### src/rtl/hart_arb_pkg.sv
// Shared types for the N-hart memory arbiter: FSM encoding, reservation entry
// and the address-to-granule helper.
package hart_arb_pkg;

    localparam int MAX_AW = 64;

    typedef enum logic [1:0] {
        S_IDLE,
        S_ISSUE,
        S_WAIT,
        S_DONE
    } state_t;

    typedef struct packed {
        logic              valid;
        logic [MAX_AW-1:0] granule;
    } resv_t;

    // Granules are compared zero-extended to MAX_AW so one entry type fits any AW.
    function automatic logic [MAX_AW-1:0] granule_of(input logic [MAX_AW-1:0] addr,
                                                      input int unsigned       shift);
        return addr >> shift;
    endfunction

endpackage

### src/rtl/hart_arb_rr_pick.sv
// Combinational round-robin picker: first requester after 'last', wrapping,
// returned both one-hot and as an index.
module hart_arb_rr_pick #(
    parameter int N  = 2,
    parameter int IW = (N > 1) ? $clog2(N) : 1
) (
    input  logic [N-1:0]  req,
    input  logic [IW-1:0] last,
    output logic [N-1:0]  grant,
    output logic [IW-1:0] idx,
    output logic          hit
);

    always_comb begin : pick
        logic [IW-1:0] j;
        grant = '0;
        idx   = '0;
        hit   = 1'b0;
        j     = '0;
        for (int i = 1; i <= N; i++) begin
            j = IW'((int'(last) + i) % N);
            if (!hit && req[j]) begin
                hit      = 1'b1;
                grant[j] = 1'b1;
                idx      = j;
            end
        end
    end

endmodule

### src/rtl/hart_mem_arbiter.sv
// N-hart shared-memory arbiter with LR/SC reservation tracking.
// Define HART_ARB_LOCK_EN to let an owner hold the grant across an atomic sequence.
//
// state   | meaning
// S_IDLE  | pick next requester (locked owner first), latch its request
// S_ISSUE | one-cycle memory strobe, or skip straight to DONE on a failed SC
// S_WAIT  | wait for m_busy to fall, capture load data
// S_DONE  | pulse o_done, update reservations and round-robin pointer
module hart_mem_arbiter
    import hart_arb_pkg::*;
#(
    parameter int NHARTS     = 2,
    parameter int AW         = 32,
    parameter int DW         = 32,
    parameter int RESV_SHIFT = 2
) (
    input  logic                 CLK,
    input  logic                 RST,
    input  logic [NHARTS-1:0]    i_req,
    input  logic [NHARTS*AW-1:0] i_addr,
    input  logic [NHARTS*DW-1:0] i_wdata,
    input  logic [NHARTS-1:0]    i_we,
    input  logic [NHARTS-1:0]    i_lr,
    input  logic [NHARTS-1:0]    i_sc,
    input  logic [NHARTS-1:0]    i_lock,
    output logic [NHARTS-1:0]    o_grant,
    output logic [NHARTS-1:0]    o_done,
    output logic [DW-1:0]        o_rdata,
    output logic [NHARTS-1:0]    o_sc_fail,
    output logic [NHARTS-1:0]    o_reserved,
    output logic [AW-1:0]        m_addr,
    output logic [DW-1:0]        m_wdata,
    output logic                 m_we,
    output logic                 m_le,
    input  logic                 m_busy,
    input  logic [DW-1:0]        m_rdata
);

    localparam int IW = (NHARTS > 1) ? $clog2(NHARTS) : 1;

    state_t            state, state_nxt;
    logic [NHARTS-1:0] grant_r, pick_grant, sel_grant;
    logic [IW-1:0]     owner, last, pick_idx, sel_idx;
    logic              pick_hit, take, keep_grant, lock_drop;
    logic [AW-1:0]     lat_addr;
    logic [DW-1:0]     lat_wdata, rdata_r;
    logic              lat_we, lat_lr, lat_sc, sc_fail_r, sc_reject;
    logic [MAX_AW-1:0] lat_gran;
    logic [NHARTS-1:0] resv_valid;
    logic [MAX_AW-1:0] resv_gran [NHARTS];
    logic [AW-1:0]     addr_a    [NHARTS];
    logic [DW-1:0]     wdata_a   [NHARTS];

    for (genvar k = 0; k < NHARTS; k++) begin : g_split
        assign addr_a[k]  = i_addr[k*AW +: AW];
        assign wdata_a[k] = i_wdata[k*DW +: DW];
    end

    hart_arb_rr_pick #(.N(NHARTS), .IW(IW)) u_pick (
        .req   (i_req),
        .last  (last),
        .grant (pick_grant),
        .idx   (pick_idx),
        .hit   (pick_hit)
    );

`ifdef HART_ARB_LOCK_EN
    logic locked;

    assign take       = locked ? i_req[owner] : pick_hit;
    assign sel_idx    = locked ? owner : pick_idx;
    assign sel_grant  = locked ? grant_r : pick_grant;
    assign keep_grant = i_lock[owner];
    assign lock_drop  = locked && !i_req[owner];

    always_ff @(posedge CLK or posedge RST) begin
        if (RST)
            locked <= 1'b0;
        else if (state == S_DONE)
            locked <= i_lock[owner];
        else if (state == S_IDLE && lock_drop)
            locked <= 1'b0;
    end
`else
    logic unused_lock;

    assign take        = pick_hit;
    assign sel_idx     = pick_idx;
    assign sel_grant   = pick_grant;
    assign keep_grant  = 1'b0;
    assign lock_drop   = 1'b0;
    assign unused_lock = ^i_lock;
`endif

    assign lat_gran  = granule_of(MAX_AW'(lat_addr), RESV_SHIFT);
    assign sc_reject = lat_sc && !(resv_valid[owner] && resv_gran[owner] == lat_gran);

    always_ff @(posedge CLK or posedge RST) begin
        if (RST)
            state <= S_IDLE;
        else
            state <= state_nxt;
    end

    always_comb begin
        state_nxt = state;
        m_we      = 1'b0;
        m_le      = 1'b0;
        o_done    = '0;
        o_sc_fail = '0;
        case (state)
            S_IDLE:  if (take) state_nxt = S_ISSUE;
            S_ISSUE: begin
                state_nxt = sc_reject ? S_DONE : S_WAIT;
                m_we      = lat_we && !sc_reject;
                m_le      = !lat_we;
            end
            S_WAIT:  if (!m_busy) state_nxt = S_DONE;
            S_DONE: begin
                state_nxt = S_IDLE;
                o_done    = grant_r;
                o_sc_fail = sc_fail_r ? grant_r : '0;
            end
            default: state_nxt = S_IDLE;
        endcase
    end

    always_ff @(posedge CLK or posedge RST) begin
        if (RST) begin
            grant_r   <= '0;
            owner     <= '0;
            last      <= IW'(NHARTS - 1);
            lat_addr  <= '0;
            lat_wdata <= '0;
            lat_we    <= 1'b0;
            lat_lr    <= 1'b0;
            lat_sc    <= 1'b0;
            sc_fail_r <= 1'b0;
            rdata_r   <= '0;
        end else begin
            case (state)
                S_IDLE: begin
                    if (lock_drop) begin
                        grant_r <= '0;
                    end else if (take) begin
                        grant_r   <= sel_grant;
                        owner     <= sel_idx;
                        lat_addr  <= addr_a[sel_idx];
                        lat_wdata <= wdata_a[sel_idx];
                        lat_we    <= i_we[sel_idx];
                        lat_lr    <= i_lr[sel_idx] & ~i_we[sel_idx];
                        lat_sc    <= i_sc[sel_idx] & i_we[sel_idx];
                        sc_fail_r <= 1'b0;
                    end
                end
                S_ISSUE: sc_fail_r <= sc_reject;
                S_WAIT:  if (!m_busy && !lat_we) rdata_r <= m_rdata;
                S_DONE: begin
                    last <= owner;
                    if (!keep_grant) grant_r <= '0;
                end
                default: ;
            endcase
        end
    end

    // Own plain stores keep the owner's reservation; only other harts lose theirs.
    for (genvar k = 0; k < NHARTS; k++) begin : g_resv
        resv_t entry;

        always_ff @(posedge CLK or posedge RST) begin
            if (RST) begin
                entry <= '0;
            end else if (state == S_DONE) begin
                if (owner == IW'(k)) begin
                    if (lat_lr)
                        entry <= '{valid: 1'b1, granule: lat_gran};
                    else if (lat_sc)
                        entry.valid <= 1'b0;
                end else if (lat_we && !sc_fail_r && entry.granule == lat_gran) begin
                    entry.valid <= 1'b0;
                end
            end
        end

        assign resv_valid[k] = entry.valid;
        assign resv_gran[k]  = entry.granule;
    end

    assign o_reserved = resv_valid;
    assign o_grant    = grant_r;
    assign o_rdata    = rdata_r;
    assign m_addr     = lat_addr;
    assign m_wdata    = lat_wdata;

endmodule

### config.mk
export PLATFORM = sky130hd
export DESIGN_NAME = hart_mem_arbiter
export DESIGN_NICKNAME = d
export VERILOG_FILES = /design/src/rtl/hart_arb_pkg.sv /design/src/rtl/hart_arb_rr_pick.sv /design/src/rtl/hart_mem_arbiter.sv
export SDC_FILE = /design/constraint.sdc
export NUM_CORES = 1
export LEC_CHECK = 0
export CELL_PAD_IN_SITES_DETAIL_PLACEMENT = 0
export CELL_PAD_IN_SITES_GLOBAL_PLACEMENT = 1
export CORE_MARGIN = 4
export CORE_UTILIZATION = 38
export CTS_BUF_LIST = sky130_fd_sc_hd__clkbuf_16
export DETAILED_ROUTE_END_ITERATION = 10
export PLACE_DENSITY = 0.95
export SETUP_SLACK_MARGIN = 0.5
export SLEW_MARGIN = 40
export SYNTH_ARGS = -nofsm -noshare
export SYNTH_HDL_FRONTEND = slang
export SYNTH_SLANG_ARGS = --single-unit
### constraint.sdc
create_clock -name CLK -period 12.15 [get_ports CLK]
set_input_delay 2.43 -clock CLK [delete_from_list [all_inputs] [get_ports CLK]]
set_output_delay 2.43 -clock CLK [all_outputs]
set_load 0.02 [all_outputs]
== Yosys cells after proc, flatten, opt, wreduce, memory -nomap -nowiden ==
Cells that the tools add are included.

* $add $sub $neg: 2
* Magnitude comparators: 8
* Equality and inequality tests: 10
* Reduce and logical (&&, ||, !) cells: 30
* Div/mod/pow operators: 0
* Muxes and demuxes: 50
* Shift-type cells: 0
* Bitwise operators: 7
* $mul: 0

{| class="wikitable"
|+ Operator list
! kind !! number
|-
| 32-bit 2-to-1 mux || 6
|-
| 64-bit 2-to-1 mux || 2
|-
| 64-bit by 30-bit == test with 1-bit output || 1
|-
| 30-bit == test || 2
|-
| 30-bit 2-to-1 mux || 1
|-
| 1-bit 2-to-1 mux || 28
|-
| 2-bit 2-to-1 mux || 8
|-
| 3-bit AND reduction || 4
|-
| 1-bit logical AND || 10
|-
| 2-bit AND reduction || 5
|-
| 1-bit by 2-bit < comparator with 1-bit output, second input constant || 4
|-
| 2-bit one-hot mux with 4 select lines || 1
|-
| 1-bit logical NOT || 6
|-
| 2-bit nonzero test || 3
|-
| 2-bit == test, second input constant || 2
|-
| 2-bit >= comparator, second input constant || 2
|-
| 2-bit != test, second input constant || 2
|-
| 1-bit inverter with 2-bit output || 2
|-
| 2-bit one-hot mux with 2 select lines || 1
|-
| 3-bit by 1-bit != test with 1-bit output, second input constant || 1
|-
| 3-bit nonzero test || 1
|-
| 1-bit adder, second input constant || 2
|-
| 1-bit bitwise AND || 2
|-
| 1-bit demux with 1-bit select || 2
|-
| other kinds (7) || 9
|}

* Register bits after elaboration: 168
* Memory bits (writable): 0
* Word-level logic and storage cells: 122
* Memory bits (read-only): 0
* Memories kept: 0
* Bits of input ports: 173
* Latch bits: 0
* Output and inout bits: 106

== Longest topological paths before layout ==
* Depth in word-level cells: 11
* Depth in mapped cells: 9

== Hierarchy ==
From an unflattened synthesis, not the netlist that was laid out.

* Cell total of the unflattened synthesis: 713
* Area total of the unflattened synthesis: 8,222.9 µm²

{| class="wikitable"
|+ By module, submodules not included
! module !! area each (µm²) !! seq. area each (µm²) !! instances !! cells an instance
|-
| hart_mem_arbiter || 8,190.4 || 4,205.3 || 1 || 708
|-
| hart_arb_rr_pick || 32.5 || 0.0 || 1 || 5
|}

== Worst setup path after synthesis ==
OpenSTA, ideal clock, no wires.

* Kind: reg-to-output
* From: register owner
* To: output port m_we
* Data required time: 9.720 ns
* Arrival time: 1.783 ns
* Path buffers: 2
* Path slack: 7.937 ns
* Stages on the path, launching flop included: 8
* Cells stage by stage: dfrtp_1 > buf_8 > buf_4 > mux2i_1 > xor2_1 > nand4_1 > nor4_1 > a31o_2

* Cells in the longest elaborated chain, start to end: 11
* Elaborated cells between the ends (all ways): 13
* Classes of those cells: eq/ne (1); mux (6); bitwise (1); reduce/logical (5)

{| class="wikitable"
|+ RTL lines
! element !! line !! RTL
|-
| start: declaration || hart_mem_arbiter.sv:43 || <nowiki>logic [IW-1:0] owner, last, pick_idx, sel_idx;</nowiki>
|-
| start signal: assignment || hart_mem_arbiter.sv:147 || <nowiki>owner <= sel_idx;</nowiki>
|-
| 1-bit inverter with 2-bit output (not written as such) || hart_mem_arbiter.sv:96 || <nowiki>assign sc_reject = lat_sc && !(resv_valid[owner] && resv_gran[owner] == lat_gran);</nowiki>
|-
| 30-bit 2-to-1 mux (not written as such) || hart_mem_arbiter.sv:96 ||
|-
| 64-bit 2-to-1 mux (not written as such) (2 in a row) || hart_mem_arbiter.sv:96 ||
|-
| 64-bit by 30-bit == test with 1-bit output || hart_mem_arbiter.sv:96 ||
|-
| 1-bit logical AND * || hart_mem_arbiter.sv:96 ||
|-
| 1-bit logical NOT * || hart_mem_arbiter.sv:96 ||
|-
| 1-bit logical AND * || hart_mem_arbiter.sv:96 ||
|-
| 1-bit logical NOT * || hart_mem_arbiter.sv:115 || <nowiki>m_we = lat_we && !sc_reject;</nowiki>
|-
| 1-bit logical AND * || hart_mem_arbiter.sv:115 ||
|-
| 1-bit 2-to-1 mux * || hart_mem_arbiter.sv:111 || <nowiki>case (state)</nowiki>
|-
| end: declaration || hart_mem_arbiter.sv:33 || <nowiki>output logic m_we,</nowiki>
|}

Mark *: on every way between the ends. The rest lies on a longest branch, timed or not. The select of a mux whose other input is x is not followed.

== Worst setup path after layout ==
Ends and elaborated chain as after synthesis.

==> impl_metrics.py <==
metrics = {
    "floorplan": {
        "die_height_um": 155,
        "initial_core_util": 0.389,
        "rows": 53,
        "design.die.area_sq_mm": 0.0240,
        "die_w_um": 155,
        "io_pins": 279,
        "core_area_sq_mm": 0.0211,
    },
    "timing": {
        "setup-tns-final_ps": 0,
        "slew_viol_final": 0,
        "rsz0062_at_grt": "false",
        "tightestPinTransition_ps": 739,
        "fin_skew_ps": 10.9,
        "whs_ps": 477,
        "period_minus_slack_ps": 5880,
        "fmax_mhz": 170,
        "hold_viol": 0,
        "period_share": 0.484,
        "max_slew_margin": 0.507,
        "finalSetupViolCount": 0,
    },
    "routing": {
        "drt_wl_total_mm": 20.9,
        "drc": 0,
        "wl_per_cell_um": 16.9,
        "first_iter_violations": 293,
        "drt-pass1-iter-count": 4,
        "detail_route.vias_per_cell": 4.84,
        "vias": 6002,
        "ant_nets": 0,
    },
    "worst_setup_path": {
        "r2r_cells": 6,
        "r2r_slack_ps": 9650,
        "reg2reg_to": "m_wdata[29]",
        "cp_slowest_cell": "dfrtp_1",
        "worstReg2RegStart": "state[1]",
        "cp_cell_sequence": "buf_4 > mux2i_1 > xor2_1 > nand4_1 > nor4_1 > a31o_2 > clkdlybuf4s50_1",
        "slowest_delay_ps": 670,
        "worstSetupPathType": "reg -> out",
        "worstPathMaxFanout": 19,
        "crit_start": "owner",
        "start_kind": "flop",
        "cp_data_arrival_time_ps": 3450,
        "critPathRequiredTime_ps": 9720,
        "critPathCaptureType": "primary output",
        "endpoint": "m_we",
    },
    "grt": {
        "gr-usage-all-layers": 0.174,
        "antenna_found_initial": 0,
        "grt_pass1_vias": 6105,
        "grt-ovfl-total": 0,
        "grt_max_degree": 110,
        "grt_pass1_wl_mm": 33.1,
    },
    "synthesis": {
        "ys.warnings.count": 0,
        "yosysMostFrequentCell": "dfrtp_1",
        "synth_top_area_cell": "dfrtp_1",
        "syn_nets": 880,
        "yosys-top-cells-count": "dfrtp_1, mux2_2, mux2i_1",
        "postSynthRegisterBits": 168,
        "syn_avg_cell_area_sq_um": 11.7,
        "synth_area_sq_mm": 0.00819,
        "synthTopCellsByArea": "dfrtp_1, mux2_2, mux2i_1",
        "synthDominantCellAreaShare": 0.510,
        "ys_types": 47,
        "syn_inst": 702,
        "seq_area_frac_synth": 0.513,
        "synth-async-reset-ratio": 1.00,
        "synthFlopType": "dfrtp_1",
        "synth_edf_count": 0,
    },
    "clock_tree": {
        "h-tree-depth": 4,
        "clk_path_buf_depth": 2,
        "clkLatencyLatePin_ps": 420,
        "cts-resized-gates": 0,
        "cts_tree": "built",
        "cts_made_buffers": 17,
        "cts_root_buf": "clkbuf_16",
        "clk_pin_slew_ps": 60,
        "cts_hold_buffers": 0,
        "cts_setup_buffers": 0,
        "cts_sinks": 168,
    },
    "min_path": {
        "min_path_type": "reg -> reg",
    },
    "power": {
        "intPower_mw": 1.88,
        "finalPower_mw": 3.06,
        "p_sw_frac": 0.384,
        "pwr-share-seq": 0.358,
        "p_sw_mw": 1.17,
        "power_leakage_nw": 5.19,
        "clkPwrFrac": 0.184,
        "pwr-share-comb": 0.459,
        "vdd_ir_drop_max_mv": 0.0991,
        "p_per_area_mw_per_mm2": 260,
    },
    "run": {
        "drv_cap": 0,
    },
    "final_layout": {
        "syn_to_final_growth_pct": 43.8,
        "utilization": 0.559,
        "seq_area_sq_mm": 0.00421,
        "fillers": 1849,
        "drive_gt1_frac": 0.146,
        "num_antenna_cells": 0,
        "fin_nets": 1131,
        "multiInputGateArea_sq_mm": 0.00372,
    },
    "placement": {
        "dp.final_hpwl_mm": 15.7,
        "port_buffers": 276,
        "gp_congestion": 0.785,
    },
    "outcome": {
        "outcome": "finished clean",
    },
}
[per-stage QoR]
stage	instances	cell area [sq um]	setup WS [ps]
detailed placement	1209	11200	6730
global route	1240	11800	6030
global placement	1207	11100	6680
finish	1240	11800	6270
CTS	1240	11800	6230
floorplan	702	8190	5170
[metal layers]
| layer | up-vias | wire length [um] | global-route usage |
|---|---|---|---|
| met5 | - | 0 | 0 |
| met4 | 0 | 307 | 0.0517 |
| met3 | 18 | 953 | 0.0420 |
| met2 | 134 | 11000 | 0.302 |
| met1 | 2903 | 8680 | 0.216 |
| li1 | 2947 | - | - |
[layout make-up]
cell class	count	share of cell area
flip-flops and latches	168	0.357
multi-input cells	471	0.316
repair buffers	286	0.242
clock buffers	17	0.0361
well taps	275	0.0292
clock inverters	14	0.0155
inverters	9	0.00393
[logic make-up after synthesis]
group,count (synthesis),synth area share
AOI/OAI and AO/OA,96,0.0692
xor gates and xnor gates,72,0.0770
adders and majority gates,5,0.00764
buffers and inverters,63,0.0357
DFF,168,0.513
muxes,176,0.230
and+or+nand+nor,122,0.0677
[power groups by stage]
stage / clock network, mW / logic [mW] / registers, mW
floorplan: 0 / 0.719 / 1.20
global placement: 0 / 1.38 / 1.09
detailed placement: 0 / 1.41 / 1.10
CTS: 0.574 / 1.42 / 1.10
global route: 0.601 / 1.52 / 1.14
finish: 0.561 / 1.40 / 1.09
[worst max-delay path: cells and delay by family, from the launching register on]
kind / cells / cell delay, ps
mux: 1 / 270
xor+xnor: 1 / 170
compound gates: 1 / 260
buf+inv: 2 / 980
flops: 1 / 670
simple gates: 2 / 650
[registers in the layout, indices dropped and copies added, names as in the netlist, 2 cells and up]
name and count:
o_rdata 32, m_addr 32, o_grant 2, g_resv.entry 60, m_wdata 32, o_reserved 2
state 2
[placed cells by master (no fill, tap or decap), types with 3 or more instances in the layout]
cell,synthesis,final
nor2_1,8,8
clkbuf_16,0,17
a21oi_1,3,3
nand4_1,5,5
o21ai_0,68,67
nand3_1,9,9
xor2_1,59,59
mux2_2,95,95
xnor2_1,13,13
inv_1,9,9
nand2_1,73,73
bufinv_16,0,4
dfrtp_1,167,167
a31oi_1,4,4
ha_1,5,5
nor4_1,10,10
mux2i_1,81,81
a22o_1,4,4
buf_4,3,8
clkdlybuf4s50_1,0,276
[how the worst min path moves through the flow]
stage	startpoint	end	slack [ps]	cells after the start
floorplan	lat_sc	lat_sc	490	2
global placement	m_wdata[8]	m_wdata[8]	460	2
detailed placement	m_wdata[16]	m_wdata[16]	470	2
CTS	m_wdata[0]	m_wdata[0]	480	2
global route	m_wdata[10]	m_wdata[10]	500	2
finish	m_wdata[25]	m_wdata[25]	480	2
Power figures use the tool's default switching activity.
==> RTL edit (config.mk and constraints unchanged) <==
Add a define of `HART_ARB_LOCK_EN`.
--- a/src/rtl/hart_mem_arbiter.sv
+++ b/src/rtl/hart_mem_arbiter.sv
@@ -6,6 +6,8 @@
 // S_ISSUE | one-cycle memory strobe, or skip straight to DONE on a failed SC
 // S_WAIT  | wait for m_busy to fall, capture load data
 // S_DONE  | pulse o_done, update reservations and round-robin pointer
+`define HART_ARB_LOCK_EN
+
 module hart_mem_arbiter
     import hart_arb_pkg::*;
 #(
Behaviour: not the same (Yosys sat finds a counterexample within 4 cycles, from zero or initial values and one cycle with RST high).
==> RTL edit against the original RTL <==
- register-to-register slack lost 0.25 ns
- combinational power grew 4%
- clock power shrank 7.0%
- setup slack lost 0.21 ns
- sequential cell count grew 1
- die area grew 1.3%
- via count grew 2.6%
- routed wire length grew 4.5%
- synthesized area grew 1.4%
- design area grew 0.55%
- non-clock buffer count shrank 3
- power grew 0.26%
- critical endpoint unchanged
- largest cell class unchanged
==> RTL edit: results (changes against the original RTL) <==
[route]
drt-total-wl_mm = 21.9  ; +4.5%
drt_iter0_drc = 182  ; -38%

[synth]
synthCells = 720  ; +2.6%
yosysSeqAreaShare_pct = 50.9  ; -0.40 points
synth_commonest_cells = dfrtp_1 (168), mux2_2 (98), mux2i_1 (84)
synth_cell_types = 40  ; -15%
syn_nets = 898  ; +2.0%
yosys-top-cells-area = dfrtp_1 (51%), mux2_2 (13%), mux2i_1 (10%), xnor2_1 (6.0%), o21ai_0 (4.5%)

[layout]
fillers = 1842  ; -0.38%
stdcell_count = 1256  ; +1.3%

[timing]
relSlewSlack_pct = 51.0  ; +0.30 points
worst_clock_skew_ns = 0.0135  ; +0.00260 ns

[global_route]
grt_pass1_vias = 6531  ; +7.0%
grt_first_pass_wirelength_mm = 34.5  ; +4.3%
grtUsageTotal_pct = 18.0  ; +0.57 points

[critical_path]
worst-path-max-fanout = 18  ; -1
r2r_cells = 7  ; +1
r2r_slack_ns = 9.40  ; -0.25 ns
r2r_end = lat_lr
reg2reg_from = last

[pwr]
irDropWorstVdd_v = 0.000130  ; +31%

[placement]
place_congestion = 0.854  ; +8.7%
dp_slack_ns = 6.57  ; -0.168 ns
placedCellCount = 1224  ; +1.2%
hpwlAfterDp_mm = 16.3  ; +3.8%

[status]
status = completed

==> RTL edit: area by class of cell <==
| class | count | area, sq um | share of cell area, % |
|---|---|---|---|
| Tap cell | 275 | 344 | 2.91 |
| Multi-Input combinational cell | 486 | 3830 | 32.3 |
| Clock inverter | 15 | 138 | 1.16 |
| Timing Repair Buffer | 283 | 2830 | 23.9 |
| Clock buffer | 17 | 425 | 3.59 |
| Inverter | 11 | 48.8 | 0.412 |
| Sequential cell | 169 | 4230 | 35.7 |
==> RTL edit: power breakdown <==
group	switching [mW]	leakage [nW]	total, mW	internal, mW
registers	0.265	2.12	1.08	0.816
clock network	0.251	0.261	0.522	0.271
logic	0.712	2.80	1.46	0.751
==> RTL edit: cell families after synthesis <==
family | Yosys count | share of synthesized area (%)
AO/OA/AOI/OAI | 95 | 6.27
adder cells (fa/ha/maj) | 5 | 0.753
XOR/XNOR | 77 | 8.12
buffers and inverters | 65 | 3.55
flip-flops | 169 | 50.9
multiplexers | 182 | 23.4
AND/OR/NAND/NOR | 127 | 6.97
==> RTL edit: routing by layer <==
metal | global-route usage, % | part of all wire (%) | up-vias
met5 | 0 | 0 | -
met4 | 4.09 | 1.0 | 0
met3 | 7.46 | 9.2 | 13
met2 | 31.1 | 51 | 194
met1 | 20.9 | 39 | 2969
li1 | - | - | 2985
==> RTL edit: worst min path at each step <==
stage	slack, ns	from	endpoint
2_1_floorplan	0.50	g_resv[0].entry[10]	g_resv[0].entry[10]
3_3_place_gp	0.46	m_wdata[24]	m_wdata[24]
3_5_place_dp	0.47	m_wdata[29]	m_wdata[29]
4_1_cts	0.49	m_wdata[29]	m_wdata[29]
5_1_grt	0.51	m_wdata[31]	m_wdata[31]
6_report	0.48	m_wdata[24]	m_wdata[24]
